$ cat config.mk
export PLATFORM = sky130hd
export DESIGN_NAME = pdp8_phase_sequencer
export DESIGN_NICKNAME = d
export VERILOG_FILES = /design/src/rtl/pdp8_seq_pkg.sv /design/src/rtl/pdp8_phase_timer.sv /design/src/rtl/pdp8_phase_sequencer.sv
export SDC_FILE = /design/constraint.sdc
export NUM_CORES = 1
export LEC_CHECK = 0
export BUFFER_PORTS_ARGS = -buffer_cell sky130_fd_sc_hd__buf_2
export CORE_UTILIZATION = 30
export DETAILED_ROUTE_END_ITERATION = 12
export SYNTH_ARGS = -nofsm -noshare
export SYNTH_HDL_FRONTEND = slang
export SYNTH_SLANG_ARGS = --single-unit
$ cat constraint.sdc
create_clock -name SYSCLK -period 3.75 [get_ports SYSCLK]
set_input_delay 0.375 -clock SYSCLK [delete_from_list [all_inputs] [get_ports SYSCLK]]
set_output_delay 0.375 -clock SYSCLK [all_outputs]
set_load 0.005 [all_outputs]
$ cat src/rtl/pdp8_seq_pkg.sv
// pdp8_seq_pkg: shared sequencer state encoding, SEQTYPE codes and width helpers
package pdp8_seq_pkg;
  typedef enum logic [2:0] {S_IDLE, S_FETCH, S_AUTO1, S_AUTO2, S_IND, S_EXEC} seq_state_t;
  localparam logic [1:0] SEQ_DIR = 2'b00;
  localparam logic [1:0] SEQ_IND = 2'b01;
  localparam logic [1:0] SEQ_PPIND = 2'b10;
  localparam int EXEC_W = $clog2(15 + 1);
  function automatic int cnt_w(input int len);
    return len > 1 ? $clog2(len) : 1;
  endfunction
endpackage

$ cat src/rtl/pdp8_phase_timer.sv
// pdp8_phase_timer: PHASE_LEN cycle counter (clk, rst, clr in; last out high on final cycle), wraps to 0 each phase
module pdp8_phase_timer
  import pdp8_seq_pkg::*;
#(
  parameter int PHASE_LEN = 2
) (
  input  logic clk,
  input  logic rst,
  input  logic clr,
  output logic last
);
  localparam int W = cnt_w(PHASE_LEN);
  logic [W-1:0] cnt;
  assign last = cnt == W'(PHASE_LEN - 1);
  always_ff @(posedge clk)
    if (rst || clr) cnt <= '0;
    else cnt <= last ? '0 : cnt + W'(1);
endmodule

$ cat src/rtl/pdp8_phase_sequencer.sv
// pdp8_phase_sequencer: PDP-8 major-state sequencer; RUN/HALT/STEP/DONE/SEQTYPE in, per-phase CK/STB levels, RUNNING and OVERRUN out
module pdp8_phase_sequencer
  import pdp8_seq_pkg::*;
#(
  parameter int N_EXEC = 6,
  parameter int PHASE_LEN = 2,
  parameter bit EN_AUTO = 1'b1
) (
  input  logic              SYSCLK,
  input  logic              RESET,
  input  logic              RUN,
  input  logic              HALT,
  input  logic              STEP,
  input  logic              DONE,
  input  logic [1:0]        SEQTYPE,
  output logic              CK_FETCH,
  output logic              CK_AUTO1,
  output logic              CK_AUTO2,
  output logic              CK_IND,
  output logic              STB_FETCH,
  output logic              STB_AUTO1,
  output logic              STB_AUTO2,
  output logic              STB_IND,
  output logic [N_EXEC-1:0] CK_EXEC,
  output logic [N_EXEC-1:0] STB_EXEC,
  output logic              RUNNING,
  output logic              OVERRUN
);
  seq_state_t state, state_n;
  logic [EXEC_W-1:0] k, k_n;
  logic halt_req, halt_req_n, step_mode, step_mode_n;
  logic last, idle, in_exec, k_last, inst_end, stop;
  pdp8_phase_timer #(.PHASE_LEN(PHASE_LEN)) u_timer (
    .clk (SYSCLK),
    .rst (RESET),
    .clr (idle),
    .last(last)
  );
  assign idle = state == S_IDLE;
  assign in_exec = state == S_EXEC;
  assign k_last = k == EXEC_W'(N_EXEC);
  assign inst_end = in_exec && last && (DONE || k_last);
  assign stop = halt_req || HALT || step_mode || !RUN;
  always_ff @(posedge SYSCLK)
    if (RESET) begin
      state <= S_IDLE;
      k <= '0;
      halt_req <= 1'b0;
      step_mode <= 1'b0;
    end else begin
      state <= state_n;
      k <= k_n;
      halt_req <= halt_req_n;
      step_mode <= step_mode_n;
    end
  always_comb begin
    state_n = state;
    k_n = k;
    halt_req_n = halt_req || (HALT && !idle);
    step_mode_n = step_mode;
    if (idle && ((RUN && !HALT) || STEP)) begin
      state_n = S_FETCH;
      step_mode_n = STEP;
    end else if (last) begin
      case (state)
        S_FETCH: begin
          state_n = EN_AUTO && (SEQTYPE & SEQ_PPIND) != SEQ_DIR ? S_AUTO1 :
                    SEQTYPE == SEQ_DIR ? S_EXEC : S_IND;
          k_n = EXEC_W'(1);
        end
        S_AUTO1: state_n = S_AUTO2;
        S_AUTO2: state_n = S_IND;
        S_IND: begin
          state_n = S_EXEC;
          k_n = EXEC_W'(1);
        end
        S_EXEC: begin
          state_n = !inst_end ? S_EXEC : stop ? S_IDLE : S_FETCH;
          k_n = k + EXEC_W'(1);
        end
        default: state_n = state;
      endcase
    end
    if (state_n == S_IDLE) begin
      halt_req_n = 1'b0;
      step_mode_n = 1'b0;
    end
  end
  assign CK_FETCH = state == S_FETCH;
  assign CK_AUTO1 = state == S_AUTO1;
  assign CK_AUTO2 = state == S_AUTO2;
  assign CK_IND = state == S_IND;
  assign STB_FETCH = CK_FETCH && last;
  assign STB_AUTO1 = CK_AUTO1 && last;
  assign STB_AUTO2 = CK_AUTO2 && last;
  assign STB_IND = CK_IND && last;
  assign CK_EXEC = in_exec ? {{(N_EXEC - 1){1'b0}}, 1'b1} << (k - EXEC_W'(1)) : '0;
  assign STB_EXEC = last ? CK_EXEC : '0;
  assign RUNNING = !idle;
  assign OVERRUN = in_exec && last && k_last && !DONE;
endmodule

==> flow_metrics.tcl, run 1 <==
set metrics [dict create \
    path_clk_slew_ps 70 \
    nets 149 \
    whs_ps 358 \
    reg2reg_depth 5 \
    seq_area_sq_um 200 \
    layout_min_cycle_time_ps 2160 \
    die_x_um 53.0 \
    ys_seq_elements 10 \
    synth_cells 107 \
    rsz0062_at_grt "false" \
    yosys.area.top_type "dfxtp_1" \
    cts_resized 0 \
    syn-num-nets 121 \
    cp_cell_sequence "inv_1 > ha_1 > ha_1 > nand2_1 > nor2_1 > buf_2" \
    final_common_cell "buf_2" \
    ys_types 34 \
    drive_gt1_frac 0.291 \
    ant_nets 0 \
    hp-class "primary input to flip-flop" \
    fmax_mhz 464 \
    routed-via-count 821 \
    ys_seq_area_frac 0.257 \
    ir_worst_vdd_mv 0.202 \
    cts_inserted_buffers 3 \
    htreeDepth 1 \
    antenna_cells 0 \
    wl_per_cell_um 11.3 \
    syn_area_sq_um 779 \
    placedCellCount 160 \
    ys_top_cells_by_area "dfxtp_1 (26%), ha_1 (9.6%), nor3_1 (8.3%)" \
    min_path_cells 3 \
    initial_core_util 0.318 \
    crit_fanout 8 \
    setup_viol 0 \
    tritoncts "built" \
    drtIter0Drc 26 \
    grt_pass1_vias 686 \
    grt_max_degree 17 \
    worst_slew_pin_slew_ps 511 \
    routed_wl_mm 1.85 \
    cts.sinks 10 \
    post_cts_buffers 0 \
    crit_type "flip-flop to output port" \
    io_pins 30 \
    overflow 0 \
    syn_avg_cell_area_sq_um 7.29 \
    fin_setup_tns_ps 0 \
    status "finished clean" \
    avgViaCountPerCell 5.01 \
    gp_congestion 0.798 \
    p_per_area_nw_per_um2 273 \
    hpwl_mm 1.47 \
    final_cells 164 \
    fp.dieH_um 53.0 \
    power_leakage_nw 0.437 \
    max_stage_delay_ps 450 \
    drcViolationCount 0 \
    required_ps 3380 \
    endpoint_kind "output port" \
    maxSlewViolCount 0 \
    track_usage 0.144 \
    cpMostUsedCell "ha_1" \
    grt_pass1_wl_mm 2.97 \
    final_hold_viol_count 0 \
    antenna_found_initial 0 \
    cap_violations 0 \
    core-area_sq_um 2450 \
    fin_crit_sh 0.575 \
    filler_cell_count 268 \
    cts_buffer_depth 2 \
    cts-root-buf "clkbuf_4" \
    final_cell_mix "buf_2 (29), nor2_1 (15), nor3_1 (13), dfxtp_1 (10), nand2_1 (8)" \
    finClkSkew_ps 9.06 \
    worst_ep_arrival_time_ps 1780 \
    hold_buffers 0 \
    clock_latency_ps 260 \
    io_buffers 29 \
    slew_headroom 0.659 \
    netlist.area_leader.share 0.257 \
    dieArea_sq_um 2810 \
    multi_input_area_sq_um 518 \
    drt_first_pass_iters 4 \
    num_rows 18 \
    ys_warn_count 0 \
    areaGrowthSynthToFinish_pct 23.1 \
    critPathLaunchType "flip-flop" \
    slowest_stage "dfxtp_1" \
]
-- cells in the mapped netlist --
library cell,n
nor2_1,15
nor3_1,13
dfxtp_1,10
nand2_1,8
ha_1,6
a21oi_1,5
inv_1,5
or3_1,5
and3_1,4
nand2b_1,4
o21ai_0,4
and2_1,3
buf_4,2
nand3b_1,2
nor2b_1,2
a211oi_1,1
a211oi_2,1
a21oi_2,1
a221oi_1,1
a22oi_1,1
a311oi_2,1
a31oi_1,1
and2b_1,1
buf_1,1
buf_2,1
buf_6,1
clkbuf_1,1
inv_2,1
nand2_2,1
nand3_1,1
nand3_2,1
nor4_1,1
o221ai_1,1
xnor2_1,1
-- metal layers --
layer / GRT usage / part of all wire
met4: 0.0702 / 0.0065
met3: 0.0259 / 0.078
met1: 0.199 / 0.50
met2: 0.211 / 0.42
met5: 0 / 0
-- where the power goes --
group	internal [mW]	leakage, nW	switching, mW	total [mW]
clock	0.0588	0.0210	0.0340	0.0928
sequential	0.113	0.0816	0.0116	0.124
combinational	0.0203	0.334	0.0246	0.0449
total	0.192	0.437	0.0702	0.262
-- cell type report --
cell class	instances	area share
well taps	30	0.0391
repair buffers	29	0.151
inverters	6	0.0235
clock buffers	4	0.0378
flip-flops and latches	10	0.209
multi-input cells	85	0.540
-- cell families (layout without fill, tap and decap cells) --
family,Yosys count,after routing,share of synthesized area
AND/OR/NAND/NOR,61,61,0.403
flip-flops,10,10,0.257
AO/OA/AOI/OAI,17,17,0.154
adder cells (fa/ha/maj),6,6,0.0963
XOR/XNOR,1,1,0.0112
buffers and inverters,12,39,0.0786
-- flip-flops by register name, summed over array words and instances, names as in the netlist --
register and flops:
k 4, state 3, halt_req 1, step_mode 1, u_timer.last 1
-- per-stage QoR --
stage               setup WS (ps)  instance area, sq um   util  power, mW
floorplan                    1980                   779      -      0.159
global placement             1960                   923  0.376      0.170
detailed placement           1880                   923  0.376      0.172
CTS                          1600                   960  0.391      0.266
global route                 1470                   960  0.391      0.279
finish                       1590                   960  0.391      0.262
-- critical path: cells and delay by family, from the launching register on --
family                     cells  cell delay, ps
adders and majority gates      2             620
buffers and inverters          2             240
DFF                            1             450
and+or+nand+nor                2             210
-- worst paths after layout --
| kind | startpoint | to | slack, ps |
|---|---|---|---|
| setup reg to reg | state[1] | halt_req | 2000 |
| hold / removal | HALT | halt_req | 360 |
| setup / recovery | k[0] | STB_EXEC[5] | 1590 |
| hold reg to reg | halt_req | halt_req | 480 |
Note: power is estimated with default switching activity, not from simulation.
==> run 2: changes to the inputs <==
Clock period 3.75 ns to 1.95 ns, I/O delays scaled along.
==> flow_metrics.tcl, run 2 (synthesized netlist as in run 1, its figures left out) <==
set metrics [dict create \
    seq_area_sq_um 203 \
    path_clk_slew_ps 60 \
    endpoint_kind "output port" \
    hold_buffers 0 \
    critPathLaunchType "flip-flop" \
    rsz0062_at_grt "false" \
    reg_top3 "k (4), state (3)" \
    cts.sinks 10 \
    tritoncts "built" \
    core-area_sq_um 2450 \
    maxSlewViolCount 0 \
    ir_worst_vdd_mv 0.404 \
    multi_input_area_sq_um 531 \
    routed_wl_mm 1.87 \
    crit_fanout 8 \
    htreeDepth 1 \
    finClkSkew_ps 3.00 \
    final_cells 166 \
    met2_usage 0.219 \
    r2r-end "step_mode" \
    overflow 0 \
    hpwl_mm 1.47 \
    ant_nets 0 \
    final_hold_viol_count 0 \
    regToRegSetupSlack_ps 210 \
    cts_inserted_buffers 3 \
    final_cell_mix "buf_2 (29), nor2_1 (15), nor3_1 (11), nand2_1 (8), dfxtp_1 (8)" \
    postLayoutCoreUtil 0.403 \
    cts_resized 0 \
    hp-start "HALT" \
    dpl_worst_slack_ps 257 \
    postLayoutSetupSlackWorst_ps 142 \
    fin_setup_tns_ps 0 \
    nets 151 \
    io_pins 30 \
    track_usage 0.144 \
    fin_crit_sh 0.927 \
    areaGrowthSynthToFinish_pct 27.0 \
    setup_viol 0 \
    required_ps 1750 \
    drtIter0Drc 8 \
    cts-root-buf "clkbuf_4" \
    grt_max_degree 17 \
    slew_headroom 0.739 \
    wl_per_cell_um 11.2 \
    layout_min_cycle_time_ps 1810 \
    num_rows 18 \
    routed-via-count 832 \
    antenna_cells 0 \
    clock_latency_ps 260 \
    fp.dieH_um 53.0 \
    top_usage_layer "met2" \
    slowest_stage "ha_2" \
    grt_pass1_vias 656 \
    avgViaCountPerCell 5.01 \
    grt_util_met3 0.0259 \
    max_stage_delay_ps 400 \
    largest_reg_flops 4 \
    crit_type "flip-flop to output port" \
    post_cts_buffers 0 \
    drt_first_pass_iters 4 \
    power_leakage_nw 0.448 \
    reg2reg_depth 5 \
    cp_cell_sequence "inv_1 > ha_1 > ha_2 > nand2_1 > nor2_1 > buf_2" \
    status "finished clean" \
    filler_cell_count 262 \
    power_mw 0.509 \
    cts_buffer_depth 2 \
    worst_slew_pin_slew_ps 390 \
    grt_pass1_wl_mm 2.90 \
    initial_core_util 0.318 \
    min_path_cells 3 \
    hp-class "primary input to flip-flop" \
    antenna_found_initial 0 \
    top_register "k" \
    dieArea_sq_um 2810 \
    drive_gt1_frac 0.338 \
    die_x_um 53.0 \
    io_buffers 29 \
    drcViolationCount 0 \
    worst_ep_arrival_time_ps 1610 \
    gp_congestion 0.809 \
    reg2reg_from "state[1]" \
    fmax_mhz 553 \
    holdPathEnd "halt_req" \
    grt_use_met1 0.194 \
    placedCellCount 162 \
    final_common_cell "buf_2" \
    cap_violations 0 \
    p_per_area_nw_per_um2 514 \
]
-- run 2: through the flow --
| step | cell area [sq um] | hold WS, ps |
|---|---|---|
| 5_1_grt | 990 | 208 |
| 2_1_floorplan | 779 | 332 |
| 3_5_place_dp | 938 | 442 |
| 3_3_place_gp | 938 | 428 |
| 4_1_cts | 975 | 171 |
| 6_report | 990 | 176 |
-- run 2: area by class of cell --
type | instances | area share
Sequential cell | 10 | 0.205
Timing Repair Buffer | 31 | 0.162
Inverter | 6 | 0.0228
Multi-Input combinational cell | 85 | 0.536
Tap cell | 30 | 0.0379
Clock buffer | 4 | 0.0367
-- run 2: routing by layer --
| metal | routed length (um) | share of wire | vias up |
|---|---|---|---|
| met5 | 0 | 0 | - |
| met4 | 18 | 0.0096 | 0 |
| met3 | 106 | 0.057 | 2 |
| met2 | 790 | 0.42 | 31 |
| met1 | 951 | 0.51 | 373 |
| li1 | - | - | 426 |
-- run 2: where the power goes --
part | leakage [nW] | switching, mW | internal, mW | total, mW
clock network | 0.0210 | 0.0663 | 0.113 | 0.179
logic | 0.345 | 0.0507 | 0.0414 | 0.0921
registers | 0.0826 | 0.0207 | 0.217 | 0.237
-- run 2: worst max-delay path by stage --
stage,from,endpoint,slack (ps),depth (start not counted)
2_1_floorplan,k[0],CK_EXEC[5],360,6
4_1_cts,k[1],CK_EXEC[2],20,5
6_report,k[1],CK_EXEC[5],140,6
5_1_grt,k[0],CK_EXEC[0],10,6
3_5_place_dp,state[1],halt_req,260,5
3_3_place_gp,state[2],halt_req,260,5
-- run 2: critical path: cells and delay by family, from the launching register on --
family / cells / cell delay [ps]
simple gates: 2 / 180
flops: 1 / 390
fa+ha+maj: 2 / 580
buf+inv: 2 / 190
==> run 3: changes to the inputs <==
Settings changed: RECOVER_POWER from default to 25.
==> flow_metrics.tcl, run 3 (synthesized netlist as in run 1, its figures left out) <==
set metrics [dict create \
    placedCellCount 162 \
    num_rows 18 \
    status "finished clean" \
    critPathLaunchType "flip-flop" \
    cts_inserted_buffers 3 \
    required_ps 1750 \
    crit_fanout 8 \
    top_usage_layer "met2" \
    ant_nets 0 \
    placed_area_sq_um 938 \
    gp_congestion 0.809 \
    slew_headroom 0.741 \
    crit_type "flip-flop to output port" \
    drtIter0Drc 11 \
    holdPathEnd "halt_req" \
    path_clk_slew_ps 60 \
    final_cell_area_sq_um 985 \
    cap_violations 0 \
    hp-class "primary input to flip-flop" \
    worst_ep_arrival_time_ps 1610 \
    track_usage 0.144 \
    grt_use_met1 0.194 \
    fp.dieH_um 53.0 \
    hpwl_mm 1.47 \
    worst_slew_pin_slew_ps 389 \
    final_cell_mix "buf_2 (28), nor2_1 (15), nor3_1 (11), nand2_1 (8), dfxtp_1 (8)" \
    power_leakage_nw 0.445 \
    wl_per_cell_um 11.2 \
    met2_usage 0.219 \
    reg_top3 "k (4), state (3)" \
    dieArea_sq_um 2810 \
    whs_ps 175 \
    routed-via-count 818 \
    dpl_worst_slack_ps 257 \
    cts-root-buf "clkbuf_4" \
    die_x_um 53.0 \
    reg2reg_from "state[1]" \
    postLayoutCoreUtil 0.401 \
    min_path_cells 3 \
    r2r-end "step_mode" \
    clock_latency_ps 260 \
    io_buffers 29 \
    nets 151 \
    grt_pass1_vias 656 \
    ir_worst_vdd_mv 0.403 \
    drive_gt1_frac 0.316 \
    overflow 0 \
    cts_buffer_depth 2 \
    routed_wl_mm 1.86 \
    antenna_cells 0 \
    drt_first_pass_iters 5 \
    final_hold_viol_count 0 \
    tritoncts "built" \
    grt_util_met3 0.0259 \
    grt_pass1_wl_mm 2.90 \
    setup_viol 0 \
    fin_crit_sh 0.927 \
    cts.sinks 10 \
    areaGrowthSynthToFinish_pct 26.3 \
    layout_min_cycle_time_ps 1810 \
    top_register "k" \
    final_cells 166 \
    fin_setup_tns_ps 0 \
    fmax_mhz 553 \
    maxSlewViolCount 0 \
    io_pins 30 \
    regToRegSetupSlack_ps 200 \
    rsz0062_at_grt "false" \
    avgViaCountPerCell 4.93 \
    finClkSkew_ps 2.99 \
    grt_max_degree 17 \
    core-area_sq_um 2450 \
    htreeDepth 1 \
    endpoint_kind "output port" \
    final_common_cell "buf_2" \
    power_mw 0.508 \
    p_per_area_nw_per_um2 516 \
    reg2reg_depth 5 \
    postLayoutSetupSlackWorst_ps 142 \
    antenna_found_initial 0 \
    drcViolationCount 0 \
    largest_reg_flops 4 \
    hp-start "HALT" \
    initial_core_util 0.318 \
]
==> run 3: final cells by class <==
cell class / instances / area [sq um]
well taps: 30 / 37.5
clock buffers: 4 / 36.3
multi-input cells: 85 / 527
flip-flops and latches: 10 / 203
repair buffers: 31 / 159
inverters: 6 / 22.5
fillers: 262 / 1470
==> run 3: how the worst max path moves through the flow <==
| stage | start | end | slack [ps] | cells past startpoint |
|---|---|---|---|---|
| after floorplan | k[0] | CK_EXEC[5] | 360 | 6 |
| after global placement | state[2] | halt_req | 260 | 5 |
| after detailed placement | state[1] | halt_req | 260 | 5 |
| after CTS | k[1] | CK_EXEC[2] | 20 | 5 |
| after global routing | k[0] | CK_EXEC[0] | 10 | 6 |
| final | k[1] | CK_EXEC[5] | 140 | 6 |
==> run 3: critical path, stage by stage, from the launching register on <==
cell	delay (ps)
dfxtp_2	390
inv_1	70
ha_1	180
ha_2	400
nand2_1	80
nor2_1	100
buf_2	120
==> run 3: timing repair <==
item                                    CTS  global route
endpoints found under the setup margin    0            11
resized for setup                         0             5
hold buffers                              0             0
buffers inserted                          0             0
==> run 3: report_power, final <==
part           switching [mW]  leakage, nW  internal (mW)  total (mW)
clock network          0.0669       0.0210          0.113       0.180
registers              0.0202       0.0826          0.217       0.237
logic                  0.0505        0.342         0.0404      0.0909
total                   0.138        0.445          0.370       0.508
==> run 3: layer usage <==
metal | wire length [um] | vias to the layer above
met3 | 124 | 2
met4 | 18 | 0
met5 | 0 | -
li1 | - | 424
met1 | 930 | 358
met2 | 790 | 34
